==> config.mk <==
export PLATFORM = sky130hd
export DESIGN_NAME = fetch_seq
export DESIGN_NICKNAME = d
export VERILOG_FILES = /design/src/rtl/fetch_seq.sv
export SDC_FILE = /design/constraint.sdc
export NUM_CORES = 1
export LEC_CHECK = 0
export CAP_MARGIN = 30
export CORE_MARGIN = 1.5
export CORE_UTILIZATION = 43
export DETAILED_ROUTE_END_ITERATION = 8
export GPL_TIMING_DRIVEN = 0
export PLACE_DENSITY = 0.81
export REMOVE_ABC_BUFFERS = 1
export SLEW_MARGIN = 40
export SYNTH_ARGS = -nofsm -noshare
export SYNTH_HDL_FRONTEND = slang
export SYNTH_SLANG_ARGS = --single-unit
==> constraint.sdc <==
create_clock -name clk -period 3.01 [get_ports clk]
set_input_delay 0.7525 -clock clk [delete_from_list [all_inputs] [get_ports clk]]
set_output_delay 0.7525 -clock clk [all_outputs]
set_load 0.1 [all_outputs]
==> src/rtl/fetch_seq.sv <==
// ---------------------------------------------------------------------------
// fetch_seq -- instruction-fetch sequencer for the single-issue RISC-V core.
//
// Owns the program counter and drives a variable-latency instruction memory
// through a req/gnt + rvalid handshake with a single request outstanding.
// One instruction is presented to decode at a time. Execute-stage redirects
// preempt everything else, stale in-flight fetches are killed, and a missing
// response raises a sticky timeout flag before the fetch is reissued.
//
// Ports:
//   clk              in   rising-edge clock
//   rst              in   asynchronous, active-low reset
//   imem_req         out  fetch request valid (only in the REQ state)
//   imem_addr        out  fetch address, always the registered pc
//   imem_gnt         in   memory accepted the request this cycle
//   imem_rvalid      in   read data valid, one per granted request
//   imem_rdata       in   read data
//   stall            in   decode cannot accept this cycle
//   redirect         in   control-flow change taken
//   redirect_target  in   new pc, bits [1:0] forced to zero
//   instr            out  instruction handed to decode
//   instr_pc         out  address of instr
//   instr_valid      out  instr / instr_pc are valid
//   fetch_err        out  sticky memory-timeout flag
//   perf_fetched     out  delivered-instruction counter
//   perf_killed      out  discarded-response counter
//
// Build option:
//   FETCH_SEQ_PERF_EN  when defined, perf_fetched / perf_killed are 32-bit
//                      wrapping counters; otherwise both ports are tied to 0
//                      and no counter flops exist.
// ---------------------------------------------------------------------------
module fetch_seq #(
    parameter int unsigned          PC_WIDTH       = 32,
    parameter int unsigned          INSTR_WIDTH    = 32,
    parameter logic [PC_WIDTH-1:0]  RESET_VECTOR   = 32'h0000_0000,
    parameter int unsigned          TIMEOUT_CYCLES = 16
) (
    input  logic                   clk,
    input  logic                   rst,
    output logic                   imem_req,
    output logic [PC_WIDTH-1:0]    imem_addr,
    input  logic                   imem_gnt,
    input  logic                   imem_rvalid,
    input  logic [INSTR_WIDTH-1:0] imem_rdata,
    input  logic                   stall,
    input  logic                   redirect,
    input  logic [PC_WIDTH-1:0]    redirect_target,
    output logic [INSTR_WIDTH-1:0] instr,
    output logic [PC_WIDTH-1:0]    instr_pc,
    output logic                   instr_valid,
    output logic                   fetch_err,
    output logic [31:0]            perf_fetched,
    output logic [31:0]            perf_killed
);

    localparam int unsigned        CNT_W        = $clog2(TIMEOUT_CYCLES + 1);
    localparam logic [CNT_W-1:0]   TIMEOUT_LAST = CNT_W'(TIMEOUT_CYCLES - 1);
    localparam logic [PC_WIDTH-1:0] PC_STEP     = PC_WIDTH'(4);
    localparam logic [PC_WIDTH-1:0] ALIGN_MASK  = ~PC_WIDTH'(3);

    typedef enum logic [1:0] {
        IDLE = 2'd0,
        REQ  = 2'd1,
        WAIT = 2'd2,
        HOLD = 2'd3
    } state_e;

    state_e                   state_q, state_d;
    logic [PC_WIDTH-1:0]      pc_q, pc_d;
    logic                     kill_q, kill_d;
    logic [CNT_W-1:0]         cnt_q, cnt_d;
    logic [INSTR_WIDTH-1:0]   instr_q, instr_d;
    logic [PC_WIDTH-1:0]      instr_pc_q, instr_pc_d;
    logic                     instr_valid_q, instr_valid_d;
    logic                     fetch_err_q, fetch_err_d;
    logic [PC_WIDTH-1:0]      target_aligned;

    // Masking rather than slicing keeps every target bit in use.
    assign target_aligned = redirect_target & ALIGN_MASK;

    assign imem_req    = (state_q == REQ);
    assign imem_addr   = pc_q;
    assign instr       = instr_q;
    assign instr_pc    = instr_pc_q;
    assign instr_valid = instr_valid_q;
    assign fetch_err   = fetch_err_q;

    always_ff @(posedge clk or negedge rst) begin
        if (!rst) begin
            state_q       <= IDLE;
            pc_q          <= RESET_VECTOR;
            kill_q        <= 1'b0;
            cnt_q         <= '0;
            instr_q       <= '0;
            instr_pc_q    <= '0;
            instr_valid_q <= 1'b0;
            fetch_err_q   <= 1'b0;
        end else begin
            state_q       <= state_d;
            pc_q          <= pc_d;
            kill_q        <= kill_d;
            cnt_q         <= cnt_d;
            instr_q       <= instr_d;
            instr_pc_q    <= instr_pc_d;
            instr_valid_q <= instr_valid_d;
            fetch_err_q   <= fetch_err_d;
        end
    end

    always_comb begin
        state_d       = state_q;
        pc_d          = pc_q;
        kill_d        = kill_q;
        cnt_d         = cnt_q;
        instr_d       = instr_q;
        instr_pc_d    = instr_pc_q;
        instr_valid_d = instr_valid_q;
        fetch_err_d   = fetch_err_q;

        unique case (state_q)
            IDLE: begin
                if (redirect) begin
                    pc_d = target_aligned;
                end
                state_d = REQ;
            end

            // Any rvalid seen here belongs to an abandoned request and is
            // ignored. A fresh grant starts a clean transaction unless a
            // redirect arrives in the same cycle, in which case the
            // response for the old pc must be thrown away.
            REQ: begin
                if (redirect) begin
                    pc_d = target_aligned;
                end
                if (imem_gnt) begin
                    state_d = WAIT;
                    cnt_d   = '0;
                    kill_d  = redirect;
                end
            end

            // The counter saturates so that redirects arriving right at the
            // timeout boundary cannot make it wrap and hide the timeout.
            WAIT: begin
                if (cnt_q < TIMEOUT_LAST) begin
                    cnt_d = cnt_q + CNT_W'(1);
                end
                if (imem_rvalid) begin
                    if (kill_q || redirect) begin
                        kill_d  = 1'b0;
                        state_d = REQ;
                        if (redirect) begin
                            pc_d = target_aligned;
                        end
                    end else begin
                        instr_d       = imem_rdata;
                        instr_pc_d    = pc_q;
                        instr_valid_d = 1'b1;
                        pc_d          = pc_q + PC_STEP;
                        state_d       = HOLD;
                    end
                end else if (redirect) begin
                    pc_d   = target_aligned;
                    kill_d = 1'b1;
                end else if (cnt_q >= TIMEOUT_LAST) begin
                    fetch_err_d = 1'b1;
                    kill_d      = 1'b1;
                    state_d     = REQ;
                end
            end

            HOLD: begin
                if (redirect) begin
                    instr_valid_d = 1'b0;
                    pc_d          = target_aligned;
                    state_d       = REQ;
                end else if (!stall) begin
                    instr_valid_d = 1'b0;
                    state_d       = REQ;
                end
            end

            default: begin
                state_d = IDLE;
            end
        endcase
    end

`ifdef FETCH_SEQ_PERF_EN
    logic [31:0] perf_fetched_q;
    logic [31:0] perf_killed_q;
    logic        fetch_event;
    logic        kill_event;

    assign fetch_event = (state_q == WAIT) && imem_rvalid && !kill_q && !redirect;
    assign kill_event  = (state_q == WAIT) && imem_rvalid && (kill_q || redirect);

    // Free-running counters; wrap-around at 2^32 is intended.
    always_ff @(posedge clk or negedge rst) begin
        if (!rst) begin
            perf_fetched_q <= '0;
            perf_killed_q  <= '0;
        end else begin
            if (fetch_event) begin
                perf_fetched_q <= perf_fetched_q + 32'd1;
            end
            if (kill_event) begin
                perf_killed_q <= perf_killed_q + 32'd1;
            end
        end
    end

    assign perf_fetched = perf_fetched_q;
    assign perf_killed  = perf_killed_q;
`else
    assign perf_fetched = 32'd0;
    assign perf_killed  = 32'd0;
`endif

endmodule

==> run_results.csv <==
group,metric,value,unit
status,run_status,"finished, final reports clean",
floorplanning,ioPinCount,233,
sta,hold_slack,0.283,ns
setup_path,crit_chain,"inv_1, ha_1, nor4bb_4, buf_6, buf_6, buf_4, buf_4, buf_4, mux2_2",
place,dp_hpwl,9.55,mm
route,routed_wl,12.9,mm
layout,drive_gt1_frac,0.306,
layout,finalInstanceArea,6910,um2
floorplanning,die_x,115,um
clocking,clock_latency,0.35,ns
route,routedWlPerCell,15.6,um
route,final_antenna_net_count,0,
synthesis,syn-instance-count,493,
clocking,cts.sinks,106,
sta,tightestPinTransition,0.689,ns
synthesis,synth.most_common_cell,"dfrtp_1",
floorplanning,num_rows,40,
power,cellPowerDensity,1100,nW/um2
setup_path,cp.arrival,3.02,ns
clocking,cts_tree,"built",
grt,grt_pass1_wl,20.1,mm
sta,max_freq,0.359,GHz
setup_path,crit_fanout,16,
grt,grt_usage,0.194,
synthesis,yosys_most_used_dff,"dfrtp_1",
setup_path,crit_type,"reg2reg",
grt,grt_overflow,0,
setup_path,end_kind,"flop",
sta,hold_viol,0,
synthesis,ys_ff_latch,106,
setup_path,cp_slowest_cell,"ha_1",
clocking,htreeDepth,3,
layout,fin_cells,831,
clocking,holdBufCountCts,0,
clocking,path_clk_slew,0.07,ns
clocking,clockBufferDepth,2,
layout,nNetsFinal,735,
synthesis,async_flop_share,1.00,
route,via_per_inst,5.10,
synthesis,synth_area_leaders,"dfrtp_1 49%, mux2_2 13%, buf_4 8.8%",
sta,fin_ws,0.222,ns
synthesis,yosysWarnings,0,
synthesis,synth.largest_area_cell,"dfrtp_1",
floorplanning,die_area,13300,um2
sta,drv_slew,0,
layout,n_antenna_cell,0,
power,worst_ir_drop_vdd,748,uV
synthesis,syn_area_per_cell,11.0,um2
worst_hold_path,hold_path_class,"in2async",
layout,area_delta_synth_final,27.1,%
setup_path,critical_path.top_delay_family,"buffers and inverters",
setup_path,cp.buffers_inverters,6,
setup_path,slowest_delay,0.46,ns
floorplanning,die_y,115,um
grt,grt_pass1_vias,4001,
floorplanning,core-area,12200,um2
setup_path,start_kind,"flop",
clocking,clock-root-buffer,"clkbuf_16",
clocking,cts_made_buffers,9,
run,maxCapViolations,0,
sta,grt_setup_unrepaired,"no",
place,pre_cts_slack,-0.301,ns
synthesis,synth_top_area_share,0.488,
route,drc,0,
setup_path,cp.required,3.24,ns
sta,finalWorstPathRequiredPeriod,2.79,ns
sta,slew_headroom,0.536,
clocking,cts_resized,0,
place,portBuffers,166,
synthesis,synthTopCellsByCount,"106 x dfrtp_1, 65 x mux2_2, 64 x buf_4",
place,placedInstanceArea,6590,um2
place,place_congestion,0.773,
synthesis,netlist_area,5440,um2
synthesis,synth-edff-count,0,
synthesis,synth_cell_types,56,
grt,grt_max_degree,63,
grt,antenna_found_initial,0,
power,total_power,7.61,mW
route,firstDrtPassIters,4,
route,vias,4236,
sta,fin_skew,0.00456,ns
setup_path,crit_top_cell,"buf_4",
synthesis,yosysSeqAreaShare,0.488,
sta,setup_violations,0,
power,leakage,3.28,nW
route,drt-initial-drc-count,233,
floorplanning,start_util,0.447,
sta,fin_crit_sh,0.926,
place,dp.cells,814,
## path summary, 6_finish.rpt
path | startpoint | to | slack, ns | depth (start not counted)
worst min register to register | fetch_err | fetch_err | 0.46 | 1
min in group clk | fetch_err | fetch_err | 0.46 | 1
worst max register to register | state_q[0] | instr[22] | 0.22 | 9
worst max-delay path | state_q[0] | instr[22] | 0.22 | 9
max in group asynchronous | rst | imem_addr[23] | 2.09 | 2
worst min-delay path | rst | instr_pc[24] | 0.28 | 1
## stage by stage
| stage | utilization | setup TNS (ns) |
|---|---|---|
| finish | 0.568 | 0 |
| detailed placement | 0.541 | -4.35 |
| floorplan | - | -358.16 |
| global placement | 0.572 | -990.47 |
| global route | 0.568 | 0 |
| CTS | 0.568 | 0 |
## layer usage
metal,global-route usage,wire length (um)
met2,0.321,6240
met1,0.245,5420
met3,0.0418,1010
met5,0,0
met4,0.0840,283
## sequential cells by signal, indices dropped and copies added (netlist names)
register and count:
imem_addr 32, state_q 2, kill_q 1, instr 32, fetch_err 1, cnt_q 5, instr_pc 32, instr_valid 1
## final cells by class
class | count | area (um2)
fillers | 1032 | 5250
inverters | 9 | 33.8
clock inverters | 5 | 77.6
multi-input cells | 356 | 2420
repair buffers | 176 | 1270
flip-flops and latches | 106 | 2650
well taps | 168 | 210
clock buffers | 11 | 243
## cell families after synthesis
family | synth area share
and+or+nand+nor | 0.141
other | 0.000689
AOI/OAI and AO/OA | 0.0860
DFF | 0.488
buffers and inverters | 0.114
xor gates and xnor gates | 0.0161
muxes | 0.138
adders and majority gates | 0.0161
## layout by cell type, fill, tap and decap left out, drive strengths merged, types with 5 or more instances in the layout
cell type	n
conb	64
a31oi	7
o31ai	6
inv	9
nor2b	9
buf	111
a21oi	7
clkdlybuf4s50	65
mux2	65
nand3	20
dfrtp	106
nor2	23
ha	7
or4	9
and4	6
o211ai	8
nand2	38
o311ai	5
clkbuf	11
nand4	7
o21ai	20
xnor2	7
## what timing repair did
item                                    in CTS  in global routing
buffers inserted                             0                  1
pin swaps                                    1                  1
hold endpoints to repair                     0                  0
endpoints found under the setup margin      10                 10
## power by group
group	internal, mW	switching (mW)	leakage (nW)	total (mW)
registers	1.80	0.262	1.36	2.07
clock network	0.749	0.516	0.156	1.27
logic	0.720	3.55	1.76	4.27
Power figures use the tool's default switching activity.
